$ cat config.mk
export PLATFORM = sky130hd
export DESIGN_NAME = avr_irq_ctrl_flat
export DESIGN_NICKNAME = d
export VERILOG_FILES = /design/src/rtl/avr_irq_ctrl_if.sv /design/src/rtl/avr_irq_ctrl.sv /design/src/flat_wrapper.sv
export SDC_FILE = /design/constraint.sdc
export NUM_CORES = 1
export LEC_CHECK = 0
export ABC_AREA = 0
export CAP_MARGIN = 0
export CORE_MARGIN = 1.5
export CORE_UTILIZATION = 30
export CTS_CLUSTER_DIAMETER = 60
export CTS_CLUSTER_SIZE = 12
export DETAILED_ROUTE_END_ITERATION = 16
export MAX_ROUTING_LAYER = met4
export SYNTH_ARGS = -nofsm -noshare
export SYNTH_HDL_FRONTEND = slang
export SYNTH_SLANG_ARGS = --single-unit
$ cat constraint.sdc
create_clock -name clk -period 1.27 [get_ports clk]
set_input_delay 0.254 -clock clk [delete_from_list [all_inputs] [get_ports clk]]
set_output_delay 0.254 -clock clk [all_outputs]
set_load 0.02 [all_outputs]
$ cat src/rtl/avr_irq_ctrl_if.sv
// avr_irq_ctrl_if: IO-bus window between the AVR core and the interrupt
// controller register file (strobes pre-qualified by the top-level decode).
interface avr_irq_ctrl_if;
  logic       io_re;
  logic       io_we;
  logic [1:0] io_a;
  logic [7:0] io_din;
  logic [7:0] io_dout;

  // Core side drives strobes, address and write data.
  modport master (output io_re, io_we, io_a, io_din, input io_dout);
  // Controller side answers reads.
  modport slave  (input io_re, io_we, io_a, io_din, output io_dout);
endinterface

$ cat src/rtl/avr_irq_ctrl.sv
// avr_irq_ctrl: latches, masks and prioritises peripheral IRQ lines and
// offers one vector at a time to the AVR core until it is acknowledged.
// Optional feature macro: AVR_IRQ_CTRL_EDGE_EN adds per-line rising-edge
// latching, the IEDGE register and write-1-to-clear on IPND. Without it every
// line is level mode, IEDGE reads 0 and IPND writes are ignored.
module avr_irq_ctrl #(
  parameter int NUM_VECTORS = 4,
  parameter int VECT_W      = 2
) (
  input  logic                   clk,
  input  logic                   rst,
  avr_irq_ctrl_if.slave          bus,
  input  logic [NUM_VECTORS-1:0] irq_lines,
  input  logic                   iack,
  output logic                   iflag,
  output logic [VECT_W-1:0]      ivect
);

  typedef enum logic {ST_IDLE = 1'b0, ST_OFFER = 1'b1} state_t;

  state_t                   state_reg, state_next;
  logic [VECT_W-1:0]        ivect_reg, ivect_next;
  logic [NUM_VECTORS-1:0]   imsk_reg;
  logic [NUM_VECTORS-1:0]   pnd_reg, pnd_next;
  logic [NUM_VECTORS-1:0]   iedge_val;
  logic [NUM_VECTORS-1:0]   cand;
  logic [VECT_W-1:0]        winner;
  logic                     wr_imsk;
  logic [7:0]               rd_word;
  logic                     unused_din;

  assign wr_imsk    = bus.io_we && (bus.io_a == 2'd0);
  assign cand       = pnd_reg & imsk_reg;
  // High write-data bits beyond the line count are simply dropped.
  assign unused_din = ^bus.io_din;

`ifdef AVR_IRQ_CTRL_EDGE_EN
  logic [NUM_VECTORS-1:0] prev_reg;
  logic [NUM_VECTORS-1:0] iedge_reg;
  logic [NUM_VECTORS-1:0] ack_clr;
  logic                   wr_ipnd;
  logic                   wr_iedge;

  assign wr_ipnd   = bus.io_we && (bus.io_a == 2'd1);
  assign wr_iedge  = bus.io_we && (bus.io_a == 2'd2);
  assign iedge_val = iedge_reg;

  // Previous line sample for rising-edge detection, plus the mode register.
  always_ff @(posedge clk) begin
    if (rst) begin
      prev_reg  <= '0;
      iedge_reg <= '0;
    end else begin
      prev_reg <= irq_lines;
      if (wr_iedge)
        iedge_reg <= bus.io_din[NUM_VECTORS-1:0];
    end
  end

  // One-hot clear for the line the core just took.
  always_comb begin
    ack_clr = '0;
    if (state_reg == ST_OFFER && iack)
      ack_clr[ivect_reg] = 1'b1;
  end

  // Per-line capture: edge lines latch and a new edge beats any clear;
  // level lines just follow the input.
  generate
    for (genvar gi = 0; gi < NUM_VECTORS; gi++) begin : g_pnd
      assign pnd_next[gi] = iedge_reg[gi]
        ? ((irq_lines[gi] & ~prev_reg[gi]) |
           (pnd_reg[gi] & ~((wr_ipnd & bus.io_din[gi]) | ack_clr[gi])))
        : irq_lines[gi];
    end
  endgenerate
`else
  assign iedge_val = '0;

  // Level-only build: pending simply follows each line one cycle late.
  generate
    for (genvar gi = 0; gi < NUM_VECTORS; gi++) begin : g_pnd
      assign pnd_next[gi] = irq_lines[gi];
    end
  endgenerate
`endif

  // Pending and mask registers.
  always_ff @(posedge clk) begin
    if (rst) begin
      pnd_reg  <= '0;
      imsk_reg <= '0;
    end else begin
      pnd_reg <= pnd_next;
      if (wr_imsk)
        imsk_reg <= bus.io_din[NUM_VECTORS-1:0];
    end
  end

  // Fixed priority: lowest index wins.
  always_comb begin
    winner = '0;
    for (int i = NUM_VECTORS - 1; i >= 0; i--)
      if (cand[i])
        winner = VECT_W'(i);
  end

  // Offer FSM state and the frozen vector register.
  always_ff @(posedge clk) begin
    if (rst) begin
      state_reg <= ST_IDLE;
      ivect_reg <= '0;
    end else begin
      state_reg <= state_next;
      ivect_reg <= ivect_next;
    end
  end

  // Next state: IDLE latches the winner; OFFER holds until the core takes
  // it or the offered request vanishes (W1C or level drop).
  always_comb begin
    state_next = state_reg;
    ivect_next = ivect_reg;
    case (state_reg)
      ST_IDLE: begin
        if (|cand) begin
          state_next = ST_OFFER;
          ivect_next = winner;
        end
      end
      ST_OFFER: begin
        if (iack || !pnd_reg[ivect_reg])
          state_next = ST_IDLE;
      end
      default: state_next = ST_IDLE;
    endcase
  end

  // Core-facing outputs follow the FSM state and the frozen vector.
  always_comb begin
    iflag = (state_reg == ST_OFFER);
    ivect = ivect_reg;
  end

  // Combinational register read; returns pre-write contents on a
  // same-cycle write, and 0 whenever no read is strobed.
  always_comb begin
    rd_word = '0;
    if (bus.io_re) begin
      case (bus.io_a)
        2'd0: rd_word[NUM_VECTORS-1:0] = imsk_reg;
        2'd1: rd_word[NUM_VECTORS-1:0] = pnd_reg;
        2'd2: rd_word[NUM_VECTORS-1:0] = iedge_val;
        default: begin
          rd_word[7]        = iflag;
          rd_word[VECT_W-1:0] = ivect_reg;
        end
      endcase
    end
  end

  assign bus.io_dout = rd_word;

endmodule

$ cat src/flat_wrapper.sv
// flat-port wrapper written by rule: the top's interface ports become plain ports
module avr_irq_ctrl_flat 
#(
  parameter int NUM_VECTORS = 4,
  parameter int VECT_W      = 2
)
  (clk, rst, irq_lines, iack, iflag, ivect, bus_io_re, bus_io_we, bus_io_a, bus_io_din, bus_io_dout);
  avr_irq_ctrl_if bus_i ();
  input  logic clk;
  input  logic rst;
  input  logic [NUM_VECTORS-1:0] irq_lines;
  input  logic iack;
  output logic iflag;
  output logic [VECT_W-1:0] ivect;
  input wire logic [$bits(bus_i.io_re)-1:0] bus_io_re;
  input wire logic [$bits(bus_i.io_we)-1:0] bus_io_we;
  input wire logic [$bits(bus_i.io_a)-1:0] bus_io_a;
  input wire logic [$bits(bus_i.io_din)-1:0] bus_io_din;
  output wire logic [$bits(bus_i.io_dout)-1:0] bus_io_dout;
  assign bus_i.io_re = bus_io_re;
  assign bus_i.io_we = bus_io_we;
  assign bus_i.io_a = bus_io_a;
  assign bus_i.io_din = bus_io_din;
  assign bus_io_dout = bus_i.io_dout;
  avr_irq_ctrl #(.NUM_VECTORS(NUM_VECTORS), .VECT_W(VECT_W)) u_core (.clk(clk), .rst(rst), .bus(bus_i), .irq_lines(irq_lines), .iack(iack), .iflag(iflag), .ivect(ivect));
endmodule
# Word level (Yosys, flattened, before mapping)
# Cells that the tools add are included.
# totals
wordCells,30
in_bits,19
out_inout_bits,11
mem_bits_rw,0
n_memories,0
romBits,0
latchBits,0
register_bits,11
# classes
order_cmp,1
add_sub_neg,0
n_reduce_logical,7
n_mux,14
div_mod_pow,0
n_mul,0
n_bitwise,2
shifts,0
eq_ne,2
# op_table
operator,n
$mux W2,4
$pmux W2 S3,1
$mux W1,5
$and A4 B4 Y4,1
$mux W4,1
$pmux W2 S2,1
$reduce_or A4 Y1,1
$lt A2 B3 Y1 const B,1
$reduce_or A3 Y1,1
$bmux W1 S2,1
$eq A2 B1 Y1 const B,1
$eq A2 B2 Y1 const B,1
$logic_not A2 Y1,1
$pmux W1 S2,1
$reduce_and A2 Y1,1
$logic_and A1 B1 Y1,1
$logic_not A1 Y1,1
$logic_or A1 B1 Y1,1
$not A1 Y1,1

# Depth between registers and ports, before layout
# Gate-level depths: netlist of the first run.
# depth
ltp_word,6
depth_mapped,6

# Worst setup path before layout of the first run
# Ideal clock, no wire load.
# synth_timing
path_kind,register to register
from,"reg u_core.ivect_reg[1], in the netlist u_core.ivect[1]"
to,"reg u_core.state_reg, in the netlist u_core.iflag"
arrival_ns,1.201
path_stages_with_launch,4
setup_time_ns,0.128
period_less_slack_ns,1.328
t_required_ns,1.142
slack_ns,-0.058
cell_sequence,dfxtp_1 mux4_2 a31oi_1 nor2_1
# synth_via
elab_chain_len,6
# synth_lines
element,line,source
start: declaration,avr_irq_ctrl.sv:22,"logic [VECT_W-1:0] ivect_reg, ivect_next;"
start signal: assignment,avr_irq_ctrl.sv:115,ivect_reg <= ivect_next;
$bmux W1 S2,avr_irq_ctrl.sv:132,if (iack || !pnd_reg[ivect_reg])
$mux W1 (implied by the code),avr_irq_ctrl.sv:132,
$logic_not A1 Y1,avr_irq_ctrl.sv:132,
$logic_or A1 B1 Y1,avr_irq_ctrl.sv:132,
$mux W1,avr_irq_ctrl.sv:132,
$pmux W1 S2,avr_irq_ctrl.sv:124,case (state_reg)
end signal: assignment,avr_irq_ctrl.sv:114,state_reg <= state_next;
end: declaration,avr_irq_ctrl.sv:21,"state_t state_reg, state_next;"
# Every way passes these cells. The select of a mux whose other input is x is not followed.
# A chain may end at the register's enable or synchronous reset.

# Worst setup path in the final report of the first run
# layout_timing
from,reg u_core.pnd_reg[0]
to,out bus_io_dout[0]
# layout_via
elab_chain_len,2
# layout_lines
element,line,source
start: declaration,avr_irq_ctrl.sv:24,"logic [NUM_VECTORS-1:0] pnd_reg, pnd_next;"
start signal: assignment,avr_irq_ctrl.sv:94,pnd_reg <= pnd_next;
$pmux W2 S3,avr_irq_ctrl.sv:150,case (bus.io_a)
$mux W4,avr_irq_ctrl.sv:149,if (bus.io_re) begin
end: declaration,flat_wrapper.sv:19,output wire logic [$bits(bus_i.io_dout)-1:0] bus_io_dout;
# Every way passes these cells.

==> results of run 1 <==
cell families after synthesis:
logic type | share of synthesized area (%)
and+or+nand+nor | 23.1
DFF | 38.3
AOI/OAI and AO/OA | 11.1
other | 0.653
muxes | 18.3
buffers and inverters | 8.50
metal layers:
metal	share of wire [%]	track usage [%]	up-vias
li1	-	-	279
met1	39	16.8	270
met2	54	26.7	18
met3	6.5	6.92	2
met4	0.92	3.33	0
met5	0	-	-
layout make-up:
cell class,count,area [um2]
fillers,195,831
multi-input cells,45,349
repair buffers,37,299
flip-flops and latches,11,224
well taps,25,31.3
clock buffers,4,26.3
inverters,1,3.75
worst max-delay path, stage by stage, from the launching register on:
cell and delay, ns:
dfxtp_2 0.33, mux2_4 0.27, a22oi_2 0.12, nor2b_1 0.06, buf_4 0.15
cell usage in the layout, fill, tap and decap left out, drive strengths merged:
cell            n
clkdlybuf4s50  11
clkbuf          5
mux2            2
buf            24
mux4            1
dlygate4sd2     1
a41oi           1
a21oi           2
a22oi           2
and4            1
nor2b           6
and2            1
a221oi          1
nor3            1
dfxtp          11
nand2b          1
nor3b           1
a31oi           1
inv             1
nand2           4
nand3           1
a21o            1
conb            3
nor2            9
mux2i           6
worst max-delay path by stage:
stage / slack (ns) / depth (start not counted) / to / start
3_5_place_dp: -0.86 / 5 / bus_io_dout[0] / bus_io_a[1]
6_report: -0.18 / 4 / bus_io_dout[0] / u_core.pnd_reg[0]
4_1_cts: -0.18 / 4 / bus_io_dout[0] / u_core.pnd_reg[0]
5_1_grt: -0.25 / 4 / bus_io_dout[0] / u_core.pnd_reg[0]
3_3_place_gp: -0.83 / 5 / bus_io_dout[0] / bus_io_a[1]
2_1_floorplan: 0.002 / 3 / bus_io_dout[0] / u_core.ivect[0]
timing repair:
action,4_1_cts,5_1_grt
setup endpoints to repair,13,11
buffers inserted,2,0
resized for setup,45,12
pin swaps,1,0
hold buffers,0,0
stage by stage:
step | std cells | util (%)
2_1_floorplan | 63 | -
3_3_place_gp | 117 | 50.3
3_5_place_dp | 117 | 50.3
4_1_cts | 123 | 53.3
5_1_grt | 123 | 52.9
6_report | 123 | 52.9
cells in the mapped netlist:
| library cell | number |
|---|---|
| buf_6 | 1 |
| mux4_2 | 1 |
| nor2_1 | 8 |
| clkbuf_1 | 1 |
| nand2b_1 | 1 |
| nor2_4 | 1 |
| dfxtp_1 | 11 |
| nor3_1 | 1 |
| nand2_1 | 4 |
| nor2b_1 | 6 |
| a21o_1 | 1 |
| inv_1 | 1 |
| a31oi_1 | 1 |
| and4_1 | 1 |
| nand3_1 | 1 |
| nor3b_1 | 1 |
| and2_1 | 1 |
| a22oi_1 | 2 |
| conb_1 | 1 |
| a41oi_2 | 1 |
| buf_4 | 4 |
| a21oi_1 | 2 |
| a221oi_1 | 1 |
| mux2i_1 | 6 |
| mux2_2 | 2 |
power groups by stage:
stage,Combinational (mW),Sequential [mW],Clock (mW)
after floorplan,0.0688,0.377,0
after global placement,0.146,0.374,0
after detailed placement,0.148,0.374,0
after CTS,0.158,0.366,0.236
after global routing,0.173,0.368,0.261
final,0.159,0.368,0.226
==> impl_metrics.py, run 1 <==
metrics = {
    "detailed_routing": {
        "drt_iter0_drc": 5,
        "via_per_inst": 4.63,
        "ant_nets": 0,
        "wl_per_cell_um": 11.5,
        "routed_wl_um": 1410,
        "dr.pass1.iters": 4,
        "vias": 569,
        "drc": 0,
    },
    "layout": {
        "diodes": 0,
        "fin_nets": 118,
        "drive_gt1_share_pct": 41.8,
        "fin_area_um2": 933,
        "syn2layout_area_growth_pct": 62.5,
    },
    "sta": {
        "fin_crit_ns": 1.45,
        "whs_ns": 0.534,
        "hold_viol_final": 0,
        "setup_ws_ns": -0.177,
        "period_share_pct": 114,
        "tns_ns": -0.337,
        "fin_skew_ns": 0.00192,
        "slew_viol_final": 0,
        "fmax_mhz": 691,
        "setup_viol": 2,
        "rsz0062_at_grt": "yes",
    },
    "worst_setup_path": {
        "path_class": "flop to primary output",
        "critical_path.max_fanout": 2,
        "worstRegToRegCells": 4,
        "r2r_start": "u_core.ivect[1]",
        "crit_required_ns": 1.02,
        "reg2reg_to": "u_core.iflag",
        "cp-end-kind": "primary output",
        "crit_path_start_kind": "flop",
        "r2r_setup_slack_ns": 0.04,
        "cp_data_arrival_time_ns": 1.19,
    },
    "floorplanning": {
        "dieArea_mm2": 0.00219,
        "ioPinCount": 30,
        "fp.dieH_um": 46.8,
        "num_rows": 15,
        "die_w_um": 46.8,
        "core_mm2": 0.00176,
        "start_util_pct": 32.6,
    },
    "min_path": {
        "min_path_cells": 2,
        "hold_path_class": "input pin to flop",
        "hold_path_end": "u_core.pnd_reg[0]",
        "min_from": "irq_lines[0]",
    },
    "synthesis": {
        "synth_area_per_cell_um2": 9.41,
        "syn_inst": 61,
        "synth_top_area_share_pct": 38.3,
        "synth_seq_area_share_pct": 38.3,
        "yosysWarnings": 0,
        "synth_cell_types": 25,
        "ys_ff_latch": 11,
        "synth_area_leaders": "dfxtp_1 38%, mux2i_1 10%, nor2b_1 6.5%, buf_4 5.2%, nor2_1 5.2%",
        "synth_area_leader_cell": "dfxtp_1",
        "netlist_area_um2": 574,
    },
    "place": {
        "hpwlAfterDp_um": 1100,
        "dp_slack_ns": -0.857,
        "post_dp_cell_area_um2": 887,
        "place_congestion": 0.771,
        "port-buffer-count": 22,
    },
    "pwr": {
        "powerDensity_mw_per_mm2": 806,
        "p_comb_share_pct": 21.2,
        "switching_power_mw": 0.180,
        "p_leak_nw": 0.409,
        "totalPowerFinal_mw": 0.753,
        "clkPwrFrac_pct": 30.0,
        "vdd_drop_max_mv": 0.712,
        "p_sw_share_pct": 23.9,
        "p_int_mw": 0.573,
        "p_seq_share_pct": 48.8,
    },
    "cts": {
        "insertion_delay_ns": 0.26,
        "cts_buffer_depth": 2,
        "root_buffer": "clkbuf_4",
        "cts.sinks": 11,
        "tritoncts": "yes",
        "cts_max_level": 1,
        "clkTransAtPathRegs_ns": 0.06,
        "cts_buffers": 3,
    },
    "grt": {
        "overflow": 0,
        "grt_first_pass_wirelength_um": 2210,
        "grt_max_degree": 7,
        "grt_pass1_vias": 514,
        "track_usage_pct": 15.6,
        "antenna_found_initial": 0,
    },
    "flow_run": {
        "max-cap-violations": 0,
    },
    "run_status": {
        "status": "complete, but fails checks",
        "violations": "setup timing",
    },
}
Power figures use the tool's default switching activity.
==> run 2: changes to the inputs <==
- CTS_BUF_LIST: default -> sky130_fd_sc_hd__clkbuf_16
- GPL_ROUTABILITY_DRIVEN: default -> 0
==> impl_metrics.py, run 2 (synthesis results as in run 1) <==
metrics = {
    "min_path": {
        "hold_path_end": "u_core.pnd_reg[0]",
        "hold_path_class": "input pin to flop",
        "min_from": "irq_lines[0]",
        "min_path_cells": 2,
    },
    "grt": {
        "grt_first_pass_wirelength_um": 2120,
        "grt_max_degree": 7,
        "grt_pass1_vias": 501,
        "antenna_found_initial": 0,
        "track_usage_pct": 14.7,
        "overflow": 0,
    },
    "detailed_routing": {
        "wl_per_cell_um": 11.4,
        "via_per_inst": 4.55,
        "drt_iter0_drc": 6,
        "routed_wl_um": 1390,
        "vias": 555,
        "drc": 0,
        "dr.pass1.iters": 4,
        "ant_nets": 0,
    },
    "cts": {
        "tritoncts": "yes",
        "root_buffer": "clkbuf_16",
        "cts.sinks": 11,
        "clkTransAtPathRegs_ns": 0.04,
        "insertion_delay_ns": 0.23,
        "cts_buffer_depth": 2,
        "cts_buffers": 3,
        "cts_max_level": 1,
    },
    "place": {
        "port-buffer-count": 22,
        "dp_slack_ns": -0.857,
        "hpwlAfterDp_um": 1100,
        "dpl.cell_count": 117,
        "post_dp_cell_area_um2": 887,
    },
    "worst_setup_path": {
        "reg2reg_to": "u_core.iflag",
        "cp_slowest_cell": "mux2_2",
        "cp_cell_sequence": "clkdlybuf4s15_2 -> mux2_2 -> a22oi_2 -> nor2b_1 -> buf_4",
        "r2r_setup_slack_ns": 0.05,
        "crit_required_ns": 1.02,
        "cp-end-kind": "primary output",
        "cpLargestDelayFamily": "buffers and inverters",
        "worstRegToRegCells": 4,
        "cp_data_arrival_time_ns": 1.17,
        "critical_path.max_fanout": 4,
        "crit_path_start_kind": "input pin",
        "critical-path-max-stage-delay_ns": 0.35,
        "crit_buf_inv": 2,
        "r2r_start": "u_core.ivect[1]",
        "path_class": "input pin to primary output",
    },
    "sta": {
        "hold_viol_final": 0,
        "setup_viol": 2,
        "fin_skew_ns": 0.00124,
        "period_share_pct": 112,
        "whs_ns": 0.568,
        "fmax_mhz": 703,
        "rsz0062_at_grt": "yes",
        "fin_crit_ns": 1.42,
        "tns_ns": -0.301,
        "setup_ws_ns": -0.152,
        "slew_viol_final": 0,
    },
    "floorplanning": {
        "start_util_pct": 32.6,
        "core_mm2": 0.00176,
        "num_rows": 15,
        "fp.dieH_um": 46.8,
        "die_w_um": 46.8,
        "dieArea_mm2": 0.00219,
        "ioPinCount": 30,
    },
    "pwr": {
        "p_int_mw": 0.866,
        "vdd_drop_max_mv": 1.23,
        "p_seq_share_pct": 34.4,
        "switching_power_mw": 0.211,
        "powerDensity_mw_per_mm2": 1070,
        "p_leak_nw": 0.427,
        "p_sw_share_pct": 19.6,
        "p_comb_share_pct": 15.0,
        "clkPwrFrac_pct": 50.7,
    },
    "layout": {
        "fin_area_mm2": 0.00100,
        "fin_cells": 122,
        "mostFrequentLayoutCells": "13 x buf_4, 11 x clkdlybuf4s50_1, 8 x dfxtp_1",
        "multi_input_area_um2": 352,
        "fin_nets": 117,
        "final_common_cell": "buf_4",
        "syn2layout_area_growth_pct": 74.7,
        "diodes": 0,
        "seqCellArea_um2": 224,
        "n_fill_cell": 186,
        "drive_gt1_share_pct": 41.2,
    },
    "run_status": {
        "status": "complete, but fails checks",
        "violations": "setup timing",
    },
    "flow_run": {
        "max-cap-violations": 0,
    },
}
==> run 2: cell count changes in the layout (fill, tap and decap cells not counted), moves of 2 or more <==
cell	before	now
buf_2	5	3
buf_4	17	13
buf_6	2	4
clkbuf_16	0	3
clkbuf_4	3	0
clkdlybuf4s15_1	0	3
mux2_2	0	2
mux2_4	2	0
==> run 2: how the worst max path moves through the flow <==
stage,from,endpoint,slack [ns],cells after the start
floorplan,u_core.ivect[0],bus_io_dout[0],0.002,3
global placement,bus_io_a[1],bus_io_dout[0],-0.83,5
detailed placement,bus_io_a[1],bus_io_dout[0],-0.86,5
CTS,u_core.pnd_reg[0],bus_io_dout[0],-0.17,4
global route,bus_io_a[1],bus_io_dout[1],-0.20,5
finish,bus_io_a[1],bus_io_dout[1],-0.15,5
==> run 2: area by class of cell <==
class | instances | share of cell area (%)
clock inverter | 1 | 0.374
inverter | 1 | 0.374
timing repair buffer | 36 | 31.3
multi-input combinational | 45 | 35.0
clock buffer | 3 | 7.48
tap | 25 | 3.12
sequential | 11 | 22.3
==> run 2: metal layers <==
metal,part of all wire (%),global-route usage [%],wire (um),vias to the layer above
li1,-,-,-,275
met1,39,16.1,539,256
met2,52,25.3,730,22
met3,8.1,5.77,113,2
met4,0.65,3.33,9,0
met5,0,-,0,-
==> run 2: metrics by stage <==
step | utilization [%] | total power, mW
after floorplan | - | 0.446
after global placement | 50.3 | 0.520
after detailed placement | 50.3 | 0.523
after CTS | 55.0 | 1.08
after global routing | 56.9 | 1.12
final | 56.9 | 1.08
==> run 2: power by group through the flow <==
stage / combinational [mW] / sequential, mW / clock, mW
after floorplan: 0.0688 / 0.377 / 0
after CTS: 0.150 / 0.369 / 0.556
final: 0.161 / 0.370 / 0.546
after global routing: 0.175 / 0.371 / 0.578
after global placement: 0.146 / 0.374 / 0
after detailed placement: 0.148 / 0.374 / 0
==> run 2: repair_timing <==
item,4_1_cts,5_1_grt
pin swaps,1,1
hold buffers,0,0
buffers inserted,1,0
resized for setup,36,20
setup endpoints to repair,12,13
cloned,0,0
